File: src/rtl/interrupt_sequencer_pkg.sv
// Shared definitions for the interrupt sequencer: level encodings, vector defaults,
// FSM states and the one-hot level to vector-index helper.
package interrupt_sequencer_pkg;

    localparam int LVL_W = 3;

    localparam logic [LVL_W-1:0] LVL_NONE = 3'b000;
    localparam logic [LVL_W-1:0] LVL_0    = 3'b001;
    localparam logic [LVL_W-1:0] LVL_1    = 3'b010;
    localparam logic [LVL_W-1:0] LVL_2    = 3'b100;

    localparam logic [31:0] DEF_VECTOR_BASE   = 32'h0000_0100;
    localparam logic [31:0] DEF_VECTOR_STRIDE = 32'h0000_0010;

    typedef enum logic [0:0] {
        S_IDLE = 1'b0,
        S_PEND = 1'b1
    } seq_state_e;

    // Non-one-hot codes map to index 0; the controller never produces them.
    function automatic logic [1:0] lvl_to_idx(input logic [LVL_W-1:0] lvl);
        logic [1:0] idx;
        case (lvl)
            LVL_0:   idx = 2'd0;
            LVL_1:   idx = 2'd1;
            LVL_2:   idx = 2'd2;
            default: idx = 2'd0;
        endcase
        return idx;
    endfunction

endpackage

File: src/rtl/interrupt_sequencer_epc_stack.sv
// LIFO of saved return addresses; one entry per nested interrupt level.
// Push into a full stack and pop from an empty one are ignored.
module epc_stack
    import interrupt_sequencer_pkg::*;
#(
    parameter int PC_WIDTH = 32,
    parameter int DEPTH    = 3,
    parameter int CW       = $clog2(DEPTH + 1)
) (
    input  logic                clock,
    input  logic                reset,
    input  logic                push,
    input  logic                pop,
    input  logic [PC_WIDTH-1:0] din,
    output logic [PC_WIDTH-1:0] top,
    output logic [CW-1:0]       count,
    output logic                full,
    output logic                empty
);

    logic [PC_WIDTH-1:0] mem_r [DEPTH];
    logic [CW-1:0]       count_r;
    logic                full_s;
    logic                empty_s;

    assign full_s  = (count_r == CW'(DEPTH));
    assign empty_s = (count_r == {CW{1'b0}});

    // Storage and occupancy; push and pop are mutually exclusive at the caller.
    always_ff @(posedge clock or negedge reset) begin
        if (!reset) begin
            count_r <= {CW{1'b0}};
            for (int i = 0; i < DEPTH; i++) begin
                mem_r[i] <= {PC_WIDTH{1'b0}};
            end
        end else if (push && !full_s) begin
            mem_r[count_r] <= din;
            count_r        <= count_r + CW'(1);
        end else if (pop && !empty_s) begin
            count_r <= count_r - CW'(1);
        end else begin
            count_r <= count_r;
        end
    end

    // Top-of-stack read; reads as zero when empty.
    always_comb begin
        top = {PC_WIDTH{1'b0}};
        if (!empty_s) begin
            top = mem_r[count_r - CW'(1)];
        end else begin
            top = {PC_WIDTH{1'b0}};
        end
    end

    assign count = count_r;
    assign full  = full_s;
    assign empty = empty_s;

endmodule

File: src/rtl/interrupt_sequencer.sv
// CPU-side interrupt responder: saves the return PC on handler entry, redirects fetch to
// the level vector, and on eret restores the PC and tells the controller to retire a level.
module interrupt_sequencer
    import interrupt_sequencer_pkg::*;
#(
    parameter int                  PC_WIDTH      = 32,
    parameter int                  DEPTH         = 3,
    parameter logic [PC_WIDTH-1:0] VECTOR_BASE   = PC_WIDTH'(DEF_VECTOR_BASE),
    parameter logic [PC_WIDTH-1:0] VECTOR_STRIDE = PC_WIDTH'(DEF_VECTOR_STRIDE)
) (
    input  logic                clock,
    input  logic                reset,
    input  logic [LVL_W-1:0]    interruptOut,
    input  logic                interrupted,
    input  logic [PC_WIDTH-1:0] pcCurrent,
    input  logic                stall,
    input  logic                eret,
    output logic                pcRedirect,
    output logic [PC_WIDTH-1:0] pcTarget,
    output logic                interruptEnd,
    output logic                inHandler,
    output logic [1:0]          nestLevel,
    output logic                stackOverflow
);

    localparam int CW = $clog2(DEPTH + 1);

    seq_state_e          state_r;
    seq_state_e          state_next_s;
    logic [LVL_W-1:0]    pend_lvl_r;
    logic [LVL_W-1:0]    pend_lvl_next_s;

    logic                irq_valid_s;
    logic                eret_take_s;
    logic                push_s;
    logic                ovf_set_s;
    logic [PC_WIDTH-1:0] vector_s;

    logic [PC_WIDTH-1:0] top_s;
    logic [CW-1:0]       count_s;
    logic                full_s;
    logic                empty_s;

    logic                pc_redirect_r;
    logic [PC_WIDTH-1:0] pc_target_r;
    logic                interrupt_end_r;
    logic                in_handler_r;
    logic                overflow_r;

    epc_stack #(
        .PC_WIDTH (PC_WIDTH),
        .DEPTH    (DEPTH),
        .CW       (CW)
    ) u_epc_stack (
        .clock (clock),
        .reset (reset),
        .push  (push_s),
        .pop   (eret_take_s),
        .din   (pcCurrent),
        .top   (top_s),
        .count (count_s),
        .full  (full_s),
        .empty (empty_s)
    );

    assign irq_valid_s = interrupted && (interruptOut != LVL_NONE);
    assign eret_take_s = eret && !empty_s;
    assign vector_s    = VECTOR_BASE
                       + ({{(PC_WIDTH-2){1'b0}}, lvl_to_idx(pend_lvl_r)} * VECTOR_STRIDE);

    // State and pending-level registers.
    always_ff @(posedge clock or negedge reset) begin
        if (!reset) begin
            state_r    <= S_IDLE;
            pend_lvl_r <= LVL_NONE;
        end else begin
            state_r    <= state_next_s;
            pend_lvl_r <= pend_lvl_next_s;
        end
    end

    // Entry sequencing: a fresh pulse re-arms the pending level, a retiring eret defers entry.
    always_comb begin
        state_next_s    = state_r;
        pend_lvl_next_s = pend_lvl_r;
        push_s          = 1'b0;
        ovf_set_s       = 1'b0;
        case (state_r)
            S_IDLE: begin
                if (irq_valid_s) begin
                    state_next_s    = S_PEND;
                    pend_lvl_next_s = interruptOut;
                end else begin
                    state_next_s    = S_IDLE;
                end
            end
            S_PEND: begin
                if (irq_valid_s) begin
                    state_next_s    = S_PEND;
                    pend_lvl_next_s = interruptOut;
                end else if (!stall && !eret_take_s) begin
                    state_next_s    = S_IDLE;
                    pend_lvl_next_s = LVL_NONE;
                    if (full_s) begin
                        ovf_set_s = 1'b1;
                    end else begin
                        push_s    = 1'b1;
                    end
                end else begin
                    state_next_s    = S_PEND;
                end
            end
            default: begin
                state_next_s    = S_IDLE;
                pend_lvl_next_s = LVL_NONE;
            end
        endcase
    end

    // Registered redirect, retire pulse and status outputs.
    always_ff @(posedge clock or negedge reset) begin
        if (!reset) begin
            pc_redirect_r   <= 1'b0;
            pc_target_r     <= {PC_WIDTH{1'b0}};
            interrupt_end_r <= 1'b0;
            in_handler_r    <= 1'b0;
            overflow_r      <= 1'b0;
        end else begin
            pc_redirect_r   <= eret_take_s | push_s;
            interrupt_end_r <= eret_take_s;
            overflow_r      <= overflow_r | ovf_set_s;
            if (eret_take_s) begin
                pc_target_r <= top_s;
            end else if (push_s) begin
                pc_target_r <= vector_s;
            end else begin
                pc_target_r <= {PC_WIDTH{1'b0}};
            end
            if (push_s) begin
                in_handler_r <= 1'b1;
            end else if (eret_take_s) begin
                in_handler_r <= (count_s != CW'(1));
            end else begin
                in_handler_r <= in_handler_r;
            end
        end
    end

    assign pcRedirect    = pc_redirect_r;
    assign pcTarget      = pc_target_r;
    assign interruptEnd  = interrupt_end_r;
    assign inHandler     = in_handler_r;
    assign nestLevel     = 2'(count_s);
    assign stackOverflow = overflow_r;

endmodule

File: config.mk
export PLATFORM = sky130hd
export DESIGN_NAME = interrupt_sequencer
export DESIGN_NICKNAME = d
export VERILOG_FILES = /design/src/rtl/interrupt_sequencer_pkg.sv /design/src/rtl/interrupt_sequencer_epc_stack.sv /design/src/rtl/interrupt_sequencer.sv
export SDC_FILE = /design/constraint.sdc
export NUM_CORES = 1
export LEC_CHECK = 0
export BUFFER_PORTS_ARGS = -buffer_cell sky130_fd_sc_hd__buf_2
export CORE_UTILIZATION = 35
export CTS_CLUSTER_DIAMETER = 60
export DETAILED_ROUTE_END_ITERATION = 16
export SETUP_SLACK_MARGIN = 0.3
export SKIP_CTS_REPAIR_TIMING = 1
export SYNTH_ARGS = -nofsm -noshare
export SYNTH_HDL_FRONTEND = slang
export SYNTH_SLANG_ARGS = --single-unit
File: constraint.sdc
create_clock -name clock -period 6.5 [get_ports clock]
set_clock_uncertainty 0.05 [all_clocks]
set_input_delay 0.325 -clock clock [delete_from_list [all_inputs] [get_ports clock]]
set_output_delay 0.325 -clock clock [all_outputs]
set_load 0.01 [all_outputs]
## Yosys cells after proc, flatten, opt, wreduce, memory -nomap -nowiden

Index checks and enable logic that the tools add are counted.

| cells by class | value |
|---|---|
| shift-type cells | 0 |
| multiply operators | 0 |
| multiplexer cells | 30 |
| equal/unequal tests | 6 |
| bitwise operators | 5 |
| order comparisons | 3 |
| add/subtract/negate cells | 3 |
| div/mod/pow operators | 0 |
| reductions and logical operators | 15 |

Operators with widths:

| operator | number |
|---|---|
| 2-to-1 mux 32 bit | 5 |
| bitwise mux 96 bit | 1 |
| binary-select mux 32 bit (select 2 bit) | 1 |
| demux 32 bit (select 2 bit) | 1 |
| 2-to-1 mux 1 bit | 13 |
| adder 9 x 6 -> 10 bit (first input constant) | 1 |
| 2-to-1 mux 10 bit | 1 |
| 2-to-1 mux 3 bit | 3 |
| greater-or-equal comparator 3 bit (second input constant) | 2 |
| logical AND 1 bit | 6 |
| NOT 2 -> 3 bit | 2 |
| one-hot mux 3 bit (2 select lines) | 1 |
| logical NOT 1 bit | 4 |
| 2-to-1 mux 2 bit | 2 |
| one-hot mux 2 bit (2 select lines) | 1 |
| nonzero test 2 bit | 2 |
| equality test 3 x 2 -> 1 bit (second input constant) | 1 |
| equality test 3 bit (second input constant) | 1 |
| less-than comparator 3 x 1 -> 1 bit (second input constant) | 1 |
| != test 3 x 1 -> 1 bit (second input constant) | 1 |
| nonzero test 3 bit | 1 |
| adder 2 x 1 -> 2 bit (second input constant) | 1 |
| equality test 2 bit (second input constant) | 1 |
| logical NOT 2 bit | 1 |
| other kinds (7) | 8 |

| storage, ports and cells | value |
|---|---|
| RAM bits | 0 |
| memories | 0 |
| word-level logic and storage cells | 73 |
| bits in latches | 0 |
| register bits after elaboration | 138 |
| bits in read-only memories | 0 |

## Logic depth before layout (Yosys ltp)

| depth | value |
|---|---|
| depth in word-level cells | 10 |
| gate-level depth with buffers | 10 |

## Modules after synthesis

Synthesis repeated with hierarchy kept, for this count alone.

| second synthesis, totals | value |
|---|---|
| cell total of the unflattened synthesis | 427 |
| area total of the unflattened synthesis | 5963.2 sq um |

By module, submodules not included:

| module | sequential area each (sq um) | area an instance (sq um) | instances | cells each |
|---|---|---|---|---|
| epc_stack | 2452.4 | 4570.6 | 1 | 332 |
| interrupt_sequencer | 1001.0 | 1392.6 | 1 | 95 |

## Worst setup path after synthesis

Ideal clock, no wire load.

| path | value |
|---|---|
| path kind | reg-to-reg |
| from | register u_epc_stack.count_r[0], in the netlist u_epc_stack.count[0] |
| to | register pc_target_r[0], in the netlist pcTarget[0] |
| clock period less this slack | 2.558 ns |
| slack | 3.942 ns |
| required time | 6.318 ns |
| stages on the path, launching flop included | 10 |
| path buffers | 4 |
| data arrival time | 2.376 ns |
| cell sequence | dfrtp_1 clkbuf_1 clkbuf_1 inv_1 ha_1 buf_2 clkbuf_1 mux2_2 a22oi_1 nor2_1 |

| between the ends | value |
|---|---|
| cells in the longest elaborated chain, start to end | 10 |
| elaborated cells between the ends (all ways) | 18 |

Ends and longest elaborated chain:

| item | line | source |
|---|---|---|
| start, declared | interrupt_sequencer_epc_stack.sv:22 | `logic [CW-1:0] count_r;` |
| start signal, assigned | interrupt_sequencer_epc_stack.sv:32 | `count_r <= {CW{1'b0}};` |
| start signal, assigned | interrupt_sequencer_epc_stack.sv:38 | `count_r <= count_r + CW'(1);` |
| start signal, assigned | interrupt_sequencer_epc_stack.sv:40 | `count_r <= count_r - CW'(1);` |
| parallel branches: the longest is 9 deep, another holds subtractor 2 x 1 -> 2 bit | -- |  |
| 2-to-1 mux 32 bit (*) | interrupt_sequencer.sv:132 | `if (eret_take_s) begin` |
| end signal, assigned | interrupt_sequencer.sv:133 | `pc_target_r <= top_s;` |
| end signal, assigned | interrupt_sequencer.sv:135 | `pc_target_r <= vector_s;` |
| end signal, assigned | interrupt_sequencer.sv:137 | `pc_target_r <= {PC_WIDTH{1'b0}};` |
| end, declared | interrupt_sequencer.sv:45 | `logic [PC_WIDTH-1:0] pc_target_r;` |

Mark *: on every way between the ends. The select of a mux whose other input is x is not followed.
A chain may end at the register's enable or synchronous reset.

## Worst setup path in the final report

| path | value |
|---|---|
| from | register u_epc_stack.count_r[0], in the netlist u_epc_stack.count[0] |
| to | register pc_target_r[4], in the netlist pcTarget[4] |

Same word-level chain as after synthesis.

==> flow_summary.ini <==
[placement]
place_ws_ns = 2.85
detailed_place_hpwl_um = 7380
io_buffers = 77
dp_cells = 662
gp_congestion = 0.659
placed_area_mm2 = 0.00638

[cts]
cts_root_buffer = clkbuf_16
clock-sinks = 138
cts_made_buffers = 17
cts_htree_levels = 4
clock_latency_ns = 0.42
clock_path_buffers = 2
path_clk_slew_ns = 0.06
cts_tree = built

[critical_path]
reg2regPathDepth = 5
crit_required_ns = 6.77
max_stage_delay_ns = 1.03
crit_buf_inv = 1
r2r-start = u_epc_stack.count[0]
cp.arrival_ns = 3.89
timing.rr.end = pcTarget[4]
crit_end = pcTarget[4]
worst_setup_path_end_kind = register
cp_max_fo = 38
critPathLaunch = u_epc_stack.count[0]
cp-start-kind = register
cp_top_family = adder cells
worstSetupPathType = reg -> reg
critPathSlowestCell = ha_2
worstPathCellList = inv_1 > ha_2 > nor2b_4 > a22oi_1 > o22ai_1
cp.depth = 5
worst-r2r-setup-slack_ns = 2.88

[routing]
wl_per_cell_um = 18.1
wirelength_um = 12600
vias = 3417
routed_via_density = 4.92
first_pass_iters = 4
postRouteAntennaNets = 0
drc_errors = 0
drt-initial-drc-count = 131

[power_and_ir_drop]
total_power_mw = 3.78
ir_drop_mv = 0.418
p_leak_nw = 3.40
power_density_mw_per_mm2 = 537

[cells_and_area]
syn_to_final_growth_pct = 20.8
diodes = 0
layout.nets = 510
design_area_mm2 = 0.00703
post_route_cells_drive_above_1_share_pct = 51.4
final_cell_mix = dfrtp_1, mux2_2, buf_2, a22oi_1, nor2_1
fin_cells = 695
final_common_cell = dfrtp_1

[global_route]
globalRouteTotalUtil_pct = 16.2
grt_pass1_vias = 3901
antenna_found_initial = 0
overflow = 0
grt_max_degree = 72
grt_pass1_wl_um = 20500

[sta]
setup-violations-final = 0
tightest_slew_ns = 0.962
hold_violations = 0
finalSetupTns_ns = 0
min_period_ns = 3.62
fin_crit_sh_pct = 55.7
worst_slack_ns = 2.88
clock.fmax_mhz = 276
grt_setup_unrepaired = no
finalMaxSlewViolations = 0
relSlewSlack_pct = 35.9

[floorplan]
fp.coreArea_mm2 = 0.0161
rows = 46
io_pins = 78
dieWidth_um = 131
dieArea_mm2 = 0.0172
dieHeight_um = 131
floorplan.initialDensity_pct = 36.3

[logic_synthesis]
syn_inst = 393
ys_ff_latch = 138
synth_flop_cell = dfrtp_1
yosysWarnings = 0
syn_avg_cell_area_um2 = 14.8
synthesis.area_mm2 = 0.00582
async_flop_share_pct = 100
syn_nets = 437
synth_edf_count = 0
synthDistinctLibCells = 33
synth-seq-area-share_pct = 59.3

[worst_hold_path]
worst_hold_path_type = in -> reg
hold_depth = 2

[flow_run]
max-cap-violations = 0

[outcome]
status = finished, final reports clean
-- state kept, by name (all words and copies together) (netlist names) --
signal / cells
pend_lvl_r: 3
inHandler: 1
pcRedirect: 1
state_r: 1
pcTarget: 32
interruptEnd: 1
stackOverflow: 1
u_epc_stack.mem_r: 96
u_epc_stack.count: 2
-- final cells by class --
class,instances,area [um^2]
Inverter,4,15.0
Clock buffer,26,539
Tap cell,216,270
Timing Repair Buffer,80,417
Clock inverter,6,105
Sequential cell,138,3450
Multi-Input combinational cell,225,2230
Fill cell,1464,9020
-- worst min-delay path by stage --
stage	startpoint	end	slack, ns
2_1_floorplan	reset	inHandler	-0.02
3_3_place_gp	reset	u_epc_stack.mem_r[27]	0.31
3_5_place_dp	reset	u_epc_stack.mem_r[27]	0.32
4_1_cts	reset	u_epc_stack.mem_r[27]	-0.14
5_1_grt	pcCurrent[26]	u_epc_stack.mem_r[90]	0.11
6_report	pcCurrent[5]	u_epc_stack.mem_r[69]	0.11
-- Yosys cell counts, types with 2 or more instances --
library cell / count / area, um^2
dfrtp_1: 138 / 3450
mux2_2: 96 / 1080
a22oi_1: 33 / 248
nor2_1: 31 / 116
mux2_4: 30 / 450
clkbuf_1: 13 / 48.8
buf_2: 8 / 40.0
ha_1: 4 / 50.1
inv_1: 4 / 15.0
a22o_1: 3 / 26.3
buf_6: 3 / 33.8
nand2_1: 3 / 11.3
nor2b_1: 3 / 18.8
mux2_1: 2 / 22.5
nand3_1: 2 / 10.0
o21ai_0: 2 / 10.0
o22ai_1: 2 / 12.5
-- logic make-up after synthesis --
kind of cell    Yosys count  share of synthesized area (%)
flops                   138                           59.3
compound gates           45                           5.99
xor+xnor                  1                          0.150
mux                     128                           26.7
simple gates             47                           4.47
buf+inv                  30                           2.56
fa+ha+maj                 4                          0.859
-- through the flow --
stage / hold slack, ns / utilization [%]
final: 0.111 / 43.8
after global routing: 0.109 / 43.8
after CTS: -0.135 / 43.7
after detailed placement: 0.315 / 39.7
after global placement: 0.308 / 39.7
after floorplan: -0.0206 / -
-- metal layers --
layer / GRT usage (%) / vias up / wire (um)
met5: 0 / - / 0
met4: 6.49 / 0 / 194
met3: 4.52 / 20 / 544
met2: 26.1 / 78 / 6070
met1: 20.6 / 1763 / 5780
li1: - / 1556 / -
-- power by group --
part	switching (mW)	internal (mW)
Clock	0.346	0.684
Combinational	0.568	0.710
Sequential	0.228	1.24
(Power assumes the default switching activity.)
